--- config.mk ---
export PLATFORM = sky130hd
export DESIGN_NAME = fetch_controller
export DESIGN_NICKNAME = d
export VERILOG_FILES = /design/src/rtl/imem_pkg.sv /design/src/rtl/fetch_queue.sv /design/src/rtl/fetch_controller.sv
export SDC_FILE = /design/constraint.sdc
export NUM_CORES = 1
export LEC_CHECK = 0
export ABC_AREA = 1
export CAP_MARGIN = 10
export CORE_MARGIN = 4
export CORE_UTILIZATION = 34
export CTS_CLUSTER_DIAMETER = 50
export DETAILED_ROUTE_END_ITERATION = 7
export PLACE_DENSITY_LB_ADDON = 0.15
export SYNTH_ARGS = -nofsm -noshare
export SYNTH_HDL_FRONTEND = slang
export SYNTH_SLANG_ARGS = --single-unit
--- constraint.sdc ---
create_clock -name clk -period 3.18 [get_ports clk]
set_input_delay 0.954 -clock clk [delete_from_list [all_inputs] [get_ports clk]]
set_output_delay 0.954 -clock clk [all_outputs]
set_load 0.1 [all_outputs]
--- src/rtl/imem_pkg.sv ---
// rtl/imem_pkg.sv - shared types and constants for the instruction fetch path
package imem_pkg;

  typedef enum logic [1:0] {
    START = 2'd0,
    RUN   = 2'd1,
    FAULT = 2'd2
  } fetch_state_t;

  localparam int QUEUE_DEPTH = 2;
  localparam int CNT_W       = $clog2(QUEUE_DEPTH + 1);

  localparam logic [31:0] WORD_STRIDE = 32'd4;

  typedef struct packed {
    logic [31:0] pc;
    logic [31:0] instr;
  } fetch_entry_t;

  // A fetch address is usable when word aligned and the whole word lies inside memory.
  function automatic logic pc_is_legal(input logic [31:0] pc, input logic [31:0] mem_bytes);
    return (pc[1:0] == 2'b00) && (pc <= (mem_bytes - WORD_STRIDE));
  endfunction

endpackage

--- src/rtl/fetch_queue.sv ---
// rtl/fetch_queue.sv - 2-entry {pc, instr} FIFO with synchronous flush
module fetch_queue
  import imem_pkg::*;
(
  input  logic             clk_i,
  input  logic             rst_ni,
  input  logic             flush_i,
  input  logic             push_i,
  input  fetch_entry_t     push_data_i,
  input  logic             pop_i,
  output fetch_entry_t     head_o,
  output logic             full_o,
  output logic             empty_o,
  output logic [CNT_W-1:0] count_o
);

  fetch_entry_t     entry_q [QUEUE_DEPTH];
  logic             rd_ptr_q;
  logic             wr_ptr_q;
  logic [CNT_W-1:0] count_q;
  logic             do_push;
  logic             do_pop;

  // Status flags and qualified push/pop; a push into a full queue is only taken alongside a pop.
  always_comb begin
    full_o  = (count_q == CNT_W'(QUEUE_DEPTH));
    empty_o = (count_q == '0);
    do_pop  = pop_i & ~empty_o;
    do_push = push_i & (~full_o | do_pop);
    head_o  = entry_q[rd_ptr_q];
    count_o = count_q;
  end

  // Storage, pointers and occupancy; flush empties the queue but leaves stale data in place.
  always_ff @(posedge clk_i or negedge rst_ni) begin
    if (!rst_ni) begin
      for (int i = 0; i < QUEUE_DEPTH; i++) begin
        entry_q[i] <= '0;
      end
      rd_ptr_q <= 1'b0;
      wr_ptr_q <= 1'b0;
      count_q  <= '0;
    end else if (flush_i) begin
      rd_ptr_q <= 1'b0;
      wr_ptr_q <= 1'b0;
      count_q  <= '0;
    end else begin
      if (do_push) begin
        entry_q[wr_ptr_q] <= push_data_i;
        wr_ptr_q          <= ~wr_ptr_q;
      end
      if (do_pop) begin
        rd_ptr_q <= ~rd_ptr_q;
      end
      count_q <= count_q + CNT_W'(do_push) - CNT_W'(do_pop);
    end
  end

endmodule

--- src/rtl/fetch_controller.sv ---
// rtl/fetch_controller.sv - PC sequencer, request credit, redirect squash and fault halt
module fetch_controller
  import imem_pkg::*;
#(
  parameter logic [31:0] RESET_PC  = 32'h0,
  parameter int unsigned MEM_BYTES = 128
) (
  input  logic        clk,
  input  logic        reset,
  input  logic        stall,
  input  logic        redirect_valid,
  input  logic [31:0] redirect_pc,
  output logic [31:0] imem_rd_addr,
  output logic        imem_rd_en,
  output logic        imem_fetch,
  input  logic [31:0] imem_instr,
  output logic        if_valid,
  output logic [31:0] if_instr,
  output logic [31:0] if_pc,
  output logic        addr_fault
);

  localparam logic [31:0] MEM_BYTES_W = 32'(MEM_BYTES);

  fetch_state_t     state_q;
  fetch_state_t     state_d;
  logic [31:0]      pc_q;
  logic [31:0]      pc_d;
  logic             inflight_q;
  logic [31:0]      inflight_pc_q;
  logic             squash_q;

  logic             pc_ok;
  logic             redirect_ok;
  logic             pop;
  logic             push;
  logic             credit_ok;
  logic             issue;
  logic [CNT_W:0]   demand;
  logic [CNT_W:0]   limit;
  fetch_entry_t     push_entry;
  fetch_entry_t     q_head;
  logic             q_full;
  logic             q_empty;
  logic [CNT_W-1:0] q_count;

  // Legality, handshake and credit: words owed to the queue must fit after this cycle's pop.
  always_comb begin
    pc_ok       = pc_is_legal(pc_q, MEM_BYTES_W);
    redirect_ok = pc_is_legal(redirect_pc, MEM_BYTES_W);
    pop         = ~q_empty & ~stall;
    push        = inflight_q & ~squash_q & ~redirect_valid;
    demand      = {1'b0, q_count} + (CNT_W + 1)'(inflight_q);
    limit       = (CNT_W + 1)'(QUEUE_DEPTH) + (CNT_W + 1)'(pop);
    credit_ok   = (demand < limit) & ~(q_full & ~pop);
    push_entry  = '{pc: inflight_pc_q, instr: imem_instr};
  end

  // State register.
  always_ff @(posedge clk or negedge reset) begin
    if (!reset) begin
      state_q <= START;
    end else begin
      state_q <= state_d;
    end
  end

  // Next state: a redirect overrides everything, including START.
  always_comb begin
    state_d = state_q;
    if (redirect_valid) begin
      state_d = redirect_ok ? RUN : FAULT;
    end else begin
      unique case (state_q)
        START:   state_d = RUN;
        RUN:     if (!pc_ok) state_d = FAULT;
        FAULT:   state_d = FAULT;
        default: state_d = START;
      endcase
    end
  end

  // Outputs: request only in RUN with a legal PC, credit, and no redirect this cycle.
  always_comb begin
    issue        = (state_q == RUN) & ~redirect_valid & pc_ok & credit_ok;
    imem_rd_en   = issue;
    imem_fetch   = issue;
    imem_rd_addr = pc_q;
    addr_fault   = (state_q == FAULT);
    if_valid     = ~q_empty;
    if_pc        = q_head.pc;
    if_instr     = q_head.instr;
  end

  // Next PC: redirect target wins, otherwise advance one word per issued request.
  always_comb begin
    pc_d = pc_q;
    if (redirect_valid) begin
      pc_d = redirect_pc;
    end else if (issue) begin
      pc_d = pc_q + WORD_STRIDE;
    end
  end

  // PC, in-flight tracking and squash flag for a response that must be dropped.
  always_ff @(posedge clk or negedge reset) begin
    if (!reset) begin
      pc_q          <= RESET_PC;
      inflight_q    <= 1'b0;
      inflight_pc_q <= '0;
      squash_q      <= 1'b0;
    end else begin
      pc_q       <= pc_d;
      inflight_q <= issue;
      squash_q   <= redirect_valid;
      if (issue) begin
        inflight_pc_q <= pc_q;
      end
    end
  end

  fetch_queue u_queue (
    .clk_i       (clk),
    .rst_ni      (reset),
    .flush_i     (redirect_valid),
    .push_i      (push),
    .push_data_i (push_entry),
    .pop_i       (pop),
    .head_o      (q_head),
    .full_o      (q_full),
    .empty_o     (q_empty),
    .count_o     (q_count)
  );

endmodule

==> reports/metrics.csv <==
stage,metric,value,unit
outcome,status,completed,
grt,antenna_found_initial,0,
clocking,cts_root_buf,clkbuf_16,
detailed_routing,top_layer,met4,
layout,fin_cells,1519,
clocking,clk_latency,0.44,ns
timing,rsz0062_at_grt,no,
critical_path,timing.rr.start,state_q[1],
critical_path,cp-end-kind,primary output,
timing,hold_violations,0,
power,power_switching,1.68,mW
timing,maxSlewViolCount,0,
layout,final_util,0.480,
yosys,yosysSeqAreaShare,0.587,
min_path,hold_path_class,in2async,
clocking,cts_tree,built,
yosys,ys.flop_type,dfrtp_1,
grt,grt_pass1_vias,6568,
timing,clock.fmax,331,MHz
yosys,yosysTopAreaCell,dfrtp_1,
detailed_routing,final_antenna_net_count,0,
layout,fin_area,0.0118,sq mm
placed_design,placedCellCount,1485,
detailed_routing,firstDrtPassIters,5,
power,p_leak,5.93,nW
grt,grt_overflow,0,
layout,drive_above_1_share,0.136,
timing,fin_worst_skew,0.0184,ns
timing,fin_ws,0.159,ns
clocking,cts_max_level,4,
critical_path,cp.arrival,2.07,ns
critical_path,crit_fanout,3,
layout,nets,1258,
grt,grt_pass1_wl,34300,um
placed_design,place_congestion,0.768,
yosys,yosys-top-cells-count,"nand2_1 (424), dfrtp_1 (200), o21ai_0 (80)",
detailed_routing,wl_per_cell,13.6,um
yosys,async_flop_share,1.00,
power,irDropWorstVdd,0.000346,V
timing,whs,0.474,ns
yosys,yosysMostFrequentCell,nand2_1,
detailed_routing,dr_total_vias,6800,
placed_design,hpwlAfterDp,13700,um
detailed_routing,wirelength_met1,9990,um
power,powerDensity,479,mW/mm^2
detailed_routing,drc,0,
yosys,synth-edff-count,0,
yosys,synth_cell_types,24,
run,cap_violations,0,
yosys,ys_top_cells_by_area,"dfrtp_1 (59%), nand2_1 (19%), o21ai_0 (4.7%), inv_1 (3.5%), nor2_1 (3.4%)",
power,pwr-share-clk,0.383,
detailed_routing,drt_iter0_drc,345,
yosys,syn-cell-area,0.00853,sq mm
detailed_routing,routed_via_density,4.48,
layout,multiInputGateArea,0.00296,sq mm
floorplanning,die_x,166,um
power,power_frac_seq,0.471,
power,power.internal,3.96,mW
layout,nFillCells,2491,
yosys,syn_avg_cell_area,8.27,sq um
floorplanning,ios,168,
clocking,cts_inserted_buffers,17,
clocking,cts.path.max_buffers,2,
yosys,synth_top_area_frac,0.587,
critical_path,startpoint,redirect_valid,
yosys,synthCells,1032,
power,switching_share,0.298,
critical_path,cp-start-kind,primary input,
layout,ff_latch_area,0.00501,sq mm
layout,diodes,0,
yosys,syn-num-nets,1108,
floorplanning,rows,57,
timing,min_period_over_period,0.950,
floorplanning,core_area,0.0245,sq mm
timing,relSlewSlack,0.690,
yosys,yosys_warnings,0,
yosys,ys_ff_latch,200,
clocking,clock-sinks,200,
detailed_routing,route.met2.wl,9190,um
critical_path,required,2.23,ns
floorplanning,die-area,0.0277,sq mm
timing,worst_pin_slew,0.464,ns
grt,grt_max_degree,65,
grt,grt_use_total,0.151,
placed_design,place_ws,-0.0773,ns
timing,finalSetupViolCount,0,
placed_design,place_area,0.0112,sq mm
clocking,clkTransAtPathRegs,0.07,ns
floorplanning,start_util,0.348,
power,pwr-share-comb,0.146,
critical_path,crit_type,in2out,
detailed_routing,wl_met3,1280,um
detailed_routing,wl,20700,um
floorplanning,die_y,166,um
layout,syn2layout_area_growth,38.0,%
timing,period_needed,3.02,ns
placed_design,io_buffers,167,
==> routing by layer <==
layer / up-vias / track usage
met5: - / 0
met4: 0 / 0.0441
met3: 14 / 0.0472
met2: 156 / 0.233
met1: 3140 / 0.207
li1: 3490 / -
==> sequential cells by signal, summed over array words and instances, names as in the netlist <==
register and cells:
inflight_pc_q 32, u_queue.entry_q 128, inflight_q 1, imem_rd_addr 32, squash_q 1, state_q 2
u_queue.rd_ptr_q 1, u_queue.wr_ptr_q 1, u_queue.count_o 2
==> stage by stage <==
stage          setup TNS, ns  total power [mW]
2_1_floorplan              0              3.21
3_3_place_gp          -0.189              3.54
3_5_place_dp          -0.149              3.54
4_1_cts                    0              5.72
5_1_grt                    0              5.88
6_report                   0              5.64
==> repair_timing <==
action | 4_1_cts | 5_1_grt
buffers inserted | 2 | 0
setup endpoints to repair | 2 | 0
hold buffers | 0 | 0
hold endpoints to repair | 0 | 0
gates resized for setup | 2 | 0
==> worst max-delay path: stages <==
cell and delay (ns):
dlygate4sd2_1 0.24, or2_1 0.22, nor2_1 0.09, nand2_1 0.11, nor2_4 0.12, nand2_2 0.08, clkinv_4 0.08, buf_12 0.17
==> power by group through the flow <==
stage / Combinational, mW / Sequential [mW] / Clock (mW)
2_1_floorplan: 0.241 / 2.97 / 0
3_3_place_gp: 0.837 / 2.70 / 0
3_5_place_dp: 0.836 / 2.70 / 0
4_1_cts: 0.838 / 2.66 / 2.23
5_1_grt: 0.887 / 2.67 / 2.33
6_report: 0.823 / 2.65 / 2.16
==> final cells by class <==
type	instances	share of cell area
clock buffers	19	0.0385
multi-input cells	694	0.252
repair buffers	188	0.213
flip-flops and latches	200	0.425
inverters	81	0.0262
well taps	324	0.0344
clock inverters	13	0.0113
==> cell usage in the layout, fill, tap and decap left out, types with 4 or more instances in the layout <==
| cell | n |
|---|---|
| buf_12 | 74 |
| buf_4 | 47 |
| clkbuf_16 | 17 |
| clkdlybuf4s50_1 | 65 |
| dfrtp_1 | 199 |
| ha_1 | 8 |
| inv_1 | 78 |
| inv_6 | 4 |
| nand2_1 | 423 |
| nand3_1 | 31 |
| nor2_1 | 78 |
| o21ai_0 | 80 |
| o21ai_1 | 55 |
| xor2_1 | 4 |
==> final timing paths <==
| path | end | slack, ns | cells after the start |
|---|---|---|---|
| setup / recovery | imem_rd_en | 0.16 | 8 |
| hold / removal | u_queue.entry_q[7] | 0.47 | 1 |
| setup reg to reg | imem_rd_addr[7] | 1.25 | 13 |
| hold reg to reg | inflight_pc_q[4] | 0.48 | 2 |
| max in group asynchronous | u_queue.entry_q[39] | 1.96 | 2 |
| min in group clk | inflight_pc_q[4] | 0.48 | 2 |
==> logic make-up after synthesis <==
group	count (synthesis)	synth area share
simple gates	542	0.247
flops	200	0.587
compound gates	138	0.0809
buf+inv	138	0.0674
fa+ha+maj	8	0.0117
xor+xnor	6	0.00616
Power figures use the tool's default switching activity.
